==> src/rtl/encode42_pkg.sv <==
// Shared types and constants for the sequential 4-to-2 encoder.
package encode42_pkg;

  localparam int unsigned MASK_W = 4;
  localparam int unsigned IDX_W  = 2;

  typedef enum logic [0:0] {
    IDLE,
    EMIT
  } state_e;

  // True when exactly one bit of the mask is set.
  function automatic logic is_onehot(input logic [MASK_W-1:0] mask);
    return (mask != '0) && ((mask & (mask - MASK_W'(1))) == '0);
  endfunction

endpackage

==> src/rtl/prio_pick4.sv <==
// Combinational priority pick over a 4-bit mask: index of the winning bit and
// a one-hot vector that clears it. An empty mask yields index 0 and no clear.
module prio_pick4
  import encode42_pkg::*;
(
  input  logic [MASK_W-1:0] mask,
  input  logic              prio_lsb,
  output logic [IDX_W-1:0]  idx,
  output logic [MASK_W-1:0] clr
);

  always_comb begin
    idx = '0;
    clr = '0;
    if (prio_lsb) begin
      // Scan downward so the lowest set bit is written last and wins.
      for (int i = MASK_W - 1; i >= 0; i--) begin
        if (mask[i]) begin
          idx = IDX_W'(i);
        end
      end
    end else begin
      for (int i = 0; i < MASK_W; i++) begin
        if (mask[i]) begin
          idx = IDX_W'(i);
        end
      end
    end
    clr[idx] = |mask;
  end

endmodule

==> src/rtl/encode42_seq.sv <==
// Sequential 4-to-2 encoder: serialises the set bits of a request mask into
// indices, one per output handshake. Optional err pulse: ENCODE42_ZERO_ERR_EN.
module encode42_seq
  import encode42_pkg::*;
#(
  parameter bit PRIO_LSB = 1'b1
) (
  input  logic              clk,
  input  logic              reset,
  input  logic [MASK_W-1:0] in,
  input  logic              in_valid,
  output logic              in_ready,
  output logic [IDX_W-1:0]  out,
  output logic              out_valid,
  input  logic              out_ready,
  output logic              out_last
`ifdef ENCODE42_ZERO_ERR_EN
  ,
  output logic              err
`endif
);

  state_e            state;
  logic [MASK_W-1:0] pend;
  logic [MASK_W-1:0] pend_d;
  logic [MASK_W-1:0] clr_q;
  logic [MASK_W-1:0] clr_d;
  logic [IDX_W-1:0]  idx_d;
  logic              in_hs;
  logic              out_hs;

  assign in_ready = (state == IDLE) && !reset;
  assign in_hs    = in_valid && in_ready;
  assign out_hs   = out_valid && out_ready;

  always_comb begin
    pend_d = pend;
    if (in_hs) begin
      pend_d = in;
    end else if (out_hs) begin
      pend_d = pend & ~clr_q;
    end
  end

  // Picking on the next-state mask lets out/out_last/clear be registered
  // alongside pend, so the outputs never depend on same-cycle inputs.
  prio_pick4 u_pick (
    .mask     (pend_d),
    .prio_lsb (PRIO_LSB),
    .idx      (idx_d),
    .clr      (clr_d)
  );

  always_ff @(posedge clk) begin
    if (reset) begin
      state     <= IDLE;
      pend      <= '0;
      clr_q     <= '0;
      out       <= '0;
      out_valid <= 1'b0;
      out_last  <= 1'b0;
    end else begin
      pend      <= pend_d;
      clr_q     <= clr_d;
      out       <= idx_d;
      out_valid <= (pend_d != '0);
      out_last  <= is_onehot(pend_d);
      unique case (state)
        IDLE: begin
          if (in_hs && (in != '0)) begin
            state <= EMIT;
          end
        end
        EMIT: begin
          if (out_hs && out_last) begin
            state <= IDLE;
          end
        end
        default: state <= IDLE;
      endcase
    end
  end

`ifdef ENCODE42_ZERO_ERR_EN
  always_ff @(posedge clk) begin
    if (reset) begin
      err <= 1'b0;
    end else begin
      err <= in_hs && (in == '0);
    end
  end
`endif

endmodule

==> config.mk <==
export PLATFORM = sky130hd
export DESIGN_NAME = encode42_seq
export DESIGN_NICKNAME = d
export VERILOG_FILES = /design/src/rtl/encode42_pkg.sv /design/src/rtl/prio_pick4.sv /design/src/rtl/encode42_seq.sv
export SDC_FILE = /design/constraint.sdc
export NUM_CORES = 1
export LEC_CHECK = 0
export CORE_ASPECT_RATIO = 0.7
export CORE_MARGIN = 4
export CORE_UTILIZATION = 30
export CTS_BUF_LIST = sky130_fd_sc_hd__clkbuf_16
export DETAILED_ROUTE_END_ITERATION = 6
export HOLD_SLACK_MARGIN = 0.06
export SYNTH_ARGS = -nofsm -noshare
export SYNTH_HDL_FRONTEND = slang
export SYNTH_HIERARCHICAL = 1
export SYNTH_SLANG_ARGS = --single-unit
export TNS_END_PERCENT = 50
==> constraint.sdc <==
create_clock -name clk -period 2.5 [get_ports clk]
set_input_delay 0.75 -clock clk [delete_from_list [all_inputs] [get_ports clk]]
set_output_delay 0.75 -clock clk [all_outputs]
set_load 0.02 [all_outputs]
==> flow_metrics.py, run 1 <==
metrics = {
    "detailed_routing": {
        "drt-vias-per-instance": 4.516,
        "drc": 0,
        "drtIter0Drc": 30,
        "route.met2.wl_um": 547,
        "wl_mm": 1.454,
        "wl_met1_um": 806,
        "drt_first_pass_iters": 4,
        "vias": 578,
        "wire_per_inst_um": 11.36,
        "highest_layer": "met4",
        "wl_met3_um": 93,
        "antenna_left": 0,
    },
    "clock_network": {
        "post_cts_buffers": 0,
        "cts_buffers": 3,
        "cts_sinks": 13,
        "cts_tree": "done",
        "path_clk_slew_ns": 0.05,
        "cts_resized": 1,
        "cts_root_buf": "clkbuf_16",
        "cts_hold_buf": 0,
        "clockBufferDepth": 2,
        "clk_latency_ns": 0.24,
        "cts.htree.levels": 1,
    },
    "status": {
        "status": "complete, no violations",
    },
    "yosys": {
        "syn_area_sq_um": 698.2,
        "async_flop_share": 0,
        "yosysWarnings": 6,
        "synth_top_area_frac": 0.3728,
        "synth_cell_types": 33,
        "syn-num-nets": 83,
        "synthCells": 75,
        "synth_seq_cells": 13,
        "synth_top_area_cell": "dfxtp_1",
        "avgSynthCellArea_sq_um": 9.309,
        "ys_dominant_reg_cell": "dfxtp_1",
        "yosysMostFrequentCell": "dfxtp_1",
        "synth_top_cells_by_count": "13 x dfxtp_1, 7 x inv_1, 7 x nor2_1",
        "synth_area_leaders": "dfxtp_1 37%, a31oi_4 6.1%, nor2b_1 5.4%",
        "ys_seq_area_frac": 0.3728,
        "synth_edf_count": 0,
    },
    "floorplanning": {
        "start_util": 0.3189,
        "core_area_sq_um": 2190,
        "die_h_um": 48.36,
        "ioPinCount": 13,
        "die_area_sq_um": 3175,
        "rows": 14,
        "die_w_um": 65.66,
    },
    "global_route": {
        "antenna_found_initial": 0,
        "grt_max_degree": 19,
        "grt_pass1_wl_mm": 2.366,
        "track_usage": 0.09487,
        "overflow": 0,
        "grt_pass1_vias": 525,
    },
    "timing": {
        "rsz0062_at_grt": "no",
        "period_needed_ns": 2.408,
        "hold_viol_final": 0,
        "finalCritPeriodShare": 0.9631,
        "worst_slack_ns": 0.09227,
        "drv_slew": 0,
        "clock_skew_ns": 0.002705,
        "fin_hold_ws_ns": 0.5527,
        "setup_viol": 0,
        "fmax_ghz": 0.4153,
    },
    "job": {
        "drv_cap": 0,
    },
    "placement": {
        "place_congestion": 0.8480,
        "dpl.hpwl_mm": 1.082,
        "preCtsSetupSlack_ns": -0.1661,
        "port_buffers": 12,
    },
    "worst_hold_path": {
        "holdCritStartpoint": "pend[2]$_SDFF_PP0_",
        "min_delay_worst_endpoint": "pend[2]$_SDFF_PP0_",
        "hold_depth": 2,
        "hold_path_class": "reg -> reg",
    },
    "worst_setup_path": {
        "reg2reg_to": "out[0]$_SDFF_PP0_",
        "worstSetupStartpointType": "primary input",
        "crit_type": "in -> out",
        "critPathRequiredTime_ns": 1.75,
        "crit_fanout": 3,
        "cp_data_arrival_time_ns": 1.66,
        "end_kind": "output port",
        "reg2reg_from": "state$_SDFF_PP0_",
        "reg2reg_depth": 6,
        "r2r_slack_ns": 0.72,
        "startpoint": "reset",
    },
    "finish": {
        "fin_nets": 105,
        "n_fill_cell": 216,
        "regArea_sq_um": 260.3,
        "antenna_cells": 0,
        "multi_input_area_sq_um": 381.6,
        "final_layout_size_suffix_gt1_frac": 0.1875,
        "syn_to_final_growth_pct": 38.89,
    },
    "pwr": {
        "pwr_density_cell_nw_per_um2": 676.5,
        "peakVddDrop_v": 0.0002924,
        "p_leak_nw": 0.4117,
    },
}
critical path, cell delays in order:
cell and delay, ns:
clkdlybuf4s50_1 0.45, nor2_1 0.12, dlygate4sd2_1 0.34
power by group:
part           switching, W  total [W]  internal [W]
clock network     0.0000883   0.000299      0.000211
registers        0.00000917   0.000231      0.000222
logic             0.0000582   0.000125     0.0000672
total              0.000156   0.000656      0.000500
metrics by stage:
| stage | cell area, sq um | total power, W | TNS [ns] | utilization | std cells |
|---|---|---|---|---|---|
| after floorplan | 698.2 | 0.0003099 | 0 | - | 75 |
| after global placement | 888.4 | 0.0003592 | -0.5398 | 0.4057 | 124 |
| after detailed placement | 888.4 | 0.0003600 | -0.6421 | 0.4057 | 124 |
| after CTS | 965.9 | 0.0006597 | 0 | 0.4411 | 128 |
| after global routing | 969.7 | 0.0006808 | 0 | 0.4429 | 128 |
| final | 969.7 | 0.0006560 | 0 | 0.4429 | 128 |
placed cells by master (no fill, tap or decap):
| cell | count |
|---|---|
| nor3b_2 | 1 |
| clkbuf_16 | 3 |
| clkdlybuf4s50_1 | 11 |
| conb_1 | 1 |
| and2_4 | 1 |
| inv_1 | 8 |
| nor3_1 | 1 |
| nand3_1 | 5 |
| nand2b_1 | 1 |
| dlygate4sd2_1 | 1 |
| o31ai_1 | 1 |
| nor2_1 | 7 |
| o31a_1 | 1 |
| buf_6 | 1 |
| and2_1 | 1 |
| a21oi_2 | 1 |
| or2b_1 | 1 |
| a222oi_1 | 1 |
| o41ai_1 | 1 |
| nand2_1 | 2 |
| o31a_2 | 1 |
| a31oi_4 | 2 |
| nand4bb_1 | 2 |
| nor2b_1 | 6 |
| a21bo_1 | 1 |
| o21ai_1 | 1 |
| o21a_1 | 2 |
| a21oi_1 | 2 |
| or3_1 | 1 |
| or3b_4 | 1 |
| dfxtp_1 | 13 |
| a31oi_1 | 1 |
| and4bb_1 | 2 |
| xor2_1 | 1 |
| and3_1 | 3 |
| buf_4 | 7 |
logic make-up after synthesis:
group | after synthesis | share of synthesized area
AOI/OAI and AO/OA | 15 | 0.2043
xor gates and xnor gates | 1 | 0.01255
buffers and inverters | 10 | 0.08065
DFF | 13 | 0.3728
other | 1 | 0.005371
and+or+nand+nor | 35 | 0.3244
area by class of cell:
cell class	instances	share of cell area
tap	32	0.04129
timing repair buffer	20	0.1884
multi-input combinational	52	0.3935
clock inverter	1	0.003871
inverter	7	0.02710
sequential	13	0.2684
clock buffer	3	0.07742
state kept, by name (all words and copies together), names as in the netlist:
register / flops
clr_q: 4
pend: 4
state: 1
out_valid: 1
out_last: 1
out: 2
per-layer routing:
| metal | up-vias | track usage |
|---|---|---|
| li1 | 306 | - |
| met1 | 258 | 0.1285 |
| met2 | 12 | 0.1331 |
| met3 | 2 | 0.04861 |
| met4 | 0 | 0.02069 |
| met5 | - | 0 |
worst max path at each step:
stage,endpoint,slack [ns],cells after the start
after floorplan,in_ready,0.43,3
after global placement,in_ready,-0.15,3
after global routing,out[0]$_SDFF_PP0_,0.005,8
after detailed placement,in_ready,-0.17,3
after CTS,out[0]$_SDFF_PP0_,0.08,8
final,in_ready,0.09,3
Power figures use the tool's default switching activity.
==> run 2: changes to the inputs <==
--- a/config.mk
+++ b/config.mk
@@ -5,7 +5,6 @@
 export SDC_FILE = /design/constraint.sdc
 export NUM_CORES = 1
 export LEC_CHECK = 0
-export CORE_ASPECT_RATIO = 0.7
 export CORE_MARGIN = 4
 export CORE_UTILIZATION = 30
 export CTS_BUF_LIST = sky130_fd_sc_hd__clkbuf_16
==> run 2 against run 1 <==
Effect of this change: critical path type unchanged; critical path depth unchanged; combinational power grew 3%; clock skew decreased by 0.0010 ns; wire length is 3.9% higher.
==> flow_metrics.py, run 2 (synthesis gave the netlist of run 1 again) <==
metrics = {
    "timing": {
        "fmax_ghz": 0.4098,
        "drv_slew": 0,
        "hold_viol_final": 0,
        "clock_skew_ns": 0.001692,
        "worst_slack_ns": 0.05972,
        "fin_tns_setup_ns": 0,
        "rsz0062_at_grt": "no",
        "finalCritPeriodShare": 0.9761,
        "period_needed_ns": 2.440,
        "setup_viol": 0,
    },
    "placement": {
        "dpl.hpwl_mm": 1.168,
        "preCtsSetupSlack_ns": -0.1826,
        "port_buffers": 12,
        "place_congestion": 0.7898,
    },
    "clock_network": {
        "clk_latency_ns": 0.24,
        "cts_hold_buf": 0,
        "cts_buffers": 3,
        "cts_root_buf": "clkbuf_16",
        "cts_sinks": 13,
        "clockBufferDepth": 2,
        "cts.htree.levels": 1,
        "path_clk_slew_ns": 0.04,
        "post_cts_buffers": 0,
        "cts_resized": 1,
        "cts_tree": "done",
    },
    "finish": {
        "final_common_cell": "dfxtp_1",
        "fin_nets": 107,
        "n_fill_cell": 228,
        "layout_common_cells": "13 x dfxtp_1, 11 x clkdlybuf4s50_1, 9 x buf_4",
        "antenna_cells": 0,
        "top_regs": "clr_q (4), pend (4), out (2)",
        "syn_to_final_growth_pct": 40.32,
        "final_layout_size_suffix_gt1_frac": 0.2041,
    },
    "worst_setup_path": {
        "r2r_slack_ns": 0.80,
        "reg2reg_to": "out[0]$_SDFF_PP0_",
        "reg2reg_from": "state$_SDFF_PP0_",
        "critPathRequiredTime_ns": 1.75,
        "reg2reg_depth": 6,
        "end_kind": "output port",
        "crit_fanout": 3,
        "worstSetupStartpointType": "primary input",
        "crit_type": "in -> out",
        "startpoint": "reset",
        "cp_data_arrival_time_ns": 1.69,
    },
    "detailed_routing": {
        "route.met2.wl_um": 689,
        "drc": 0,
        "wl_met1_um": 704,
        "wl_mm": 1.511,
        "drt-vias-per-instance": 4.905,
        "drt_first_pass_iters": 5,
        "wl_met3_um": 91,
        "highest_layer": "met4",
        "vias": 618,
        "antenna_left": 0,
        "wire_per_inst_um": 11.99,
        "drtIter0Drc": 8,
    },
    "pwr": {
        "peakVddDrop_v": 0.0003038,
        "p_leak_nw": 0.4204,
        "pwr_density_cell_nw_per_um2": 666.3,
    },
    "global_route": {
        "track_usage": 0.1106,
        "antenna_found_initial": 0,
        "grt_pass1_vias": 612,
        "grt_max_degree": 19,
        "grt_pass1_wl_mm": 2.739,
        "overflow": 0,
    },
    "floorplanning": {
        "die_area_sq_um": 3163,
        "core_area_sq_um": 2212,
        "die_w_um": 56.24,
        "die_h_um": 56.24,
        "rows": 17,
        "ioPinCount": 13,
        "start_util": 0.3156,
    },
    "worst_hold_path": {
        "hold_depth": 2,
        "hold_path_class": "reg -> reg",
        "min_delay_worst_endpoint": "state$_SDFF_PP0_",
        "holdCritStartpoint": "state$_SDFF_PP0_",
    },
    "job": {
        "drv_cap": 0,
    },
    "status": {
        "status": "complete, no violations",
    },
}
[run 2: cell type report]
cell class	count	area [sq um]	share of cell area
Multi-Input combinational cell	52	381.6	0.3895
Sequential cell	13	260.3	0.2656
Timing Repair Buffer	22	197.7	0.2018
Clock buffer	3	75.07	0.07663
Tap cell	28	35.03	0.03576
Inverter	7	26.28	0.02682
Clock inverter	1	3.754	0.003831
[run 2: worst max path at each step]
stage	slack, ns	to	depth (start not counted)
after floorplan	0.43	in_ready	3
after global placement	-0.16	in_ready	3
after detailed placement	-0.18	in_ready	3
after CTS	0.07	clr_q[2]$_SDFF_PP0_	8
after global routing	0.005	clr_q[2]$_SDFF_PP0_	8
final	0.06	in_ready	3
[run 2: critical path, stage by stage]
cell             delay, ns
clkdlybuf4s50_1       0.47
nor2_1                0.13
dlygate4sd2_1         0.34
[run 2: layer usage]
metal / vias to the layer above / GRT usage
met5: - / 0
met2: 17 / 0.1770
met1: 293 / 0.1341
met3: 2 / 0.03480
li1: 306 / -
met4: 0 / 0.05085
[run 2: stage by stage]
step | util | cells | hold WS [ns] | total power [W] | cell area, sq um
2_1_floorplan | - | 75 | 0.5015 | 0.0003099 | 698.2
3_3_place_gp | 0.4061 | 122 | 0.5419 | 0.0003624 | 898.4
3_5_place_dp | 0.4061 | 122 | 0.5487 | 0.0003638 | 898.4
4_1_cts | 0.4412 | 126 | 0.5555 | 0.0006611 | 975.9
5_1_grt | 0.4429 | 126 | 0.5947 | 0.0006876 | 979.7
6_report | 0.4429 | 126 | 0.5496 | 0.0006528 | 979.7
[run 2: report_power, final]
group | switching (W) | internal [W]
Sequential | 0.00000901 | 0.000222
Combinational | 0.0000588 | 0.0000700
Clock | 0.0000825 | 0.000210
==> run 3: changes to the inputs <==
--- a/config.mk
+++ b/config.mk
@@ -5,6 +5,7 @@
 export SDC_FILE = /design/constraint.sdc
 export NUM_CORES = 1
 export LEC_CHECK = 0
+export ABC_CLOCK_PERIOD_IN_PS = 2500
 export CORE_MARGIN = 4
 export CORE_UTILIZATION = 30
 export CTS_BUF_LIST = sky130_fd_sc_hd__clkbuf_16
@@ -14,4 +15,3 @@
 export SYNTH_HDL_FRONTEND = slang
 export SYNTH_HIERARCHICAL = 1
 export SYNTH_SLANG_ARGS = --single-unit
-export TNS_END_PERCENT = 50
==> results of run 3 <==
The final DEF is identical to that of run 2; final timing and power are the same.
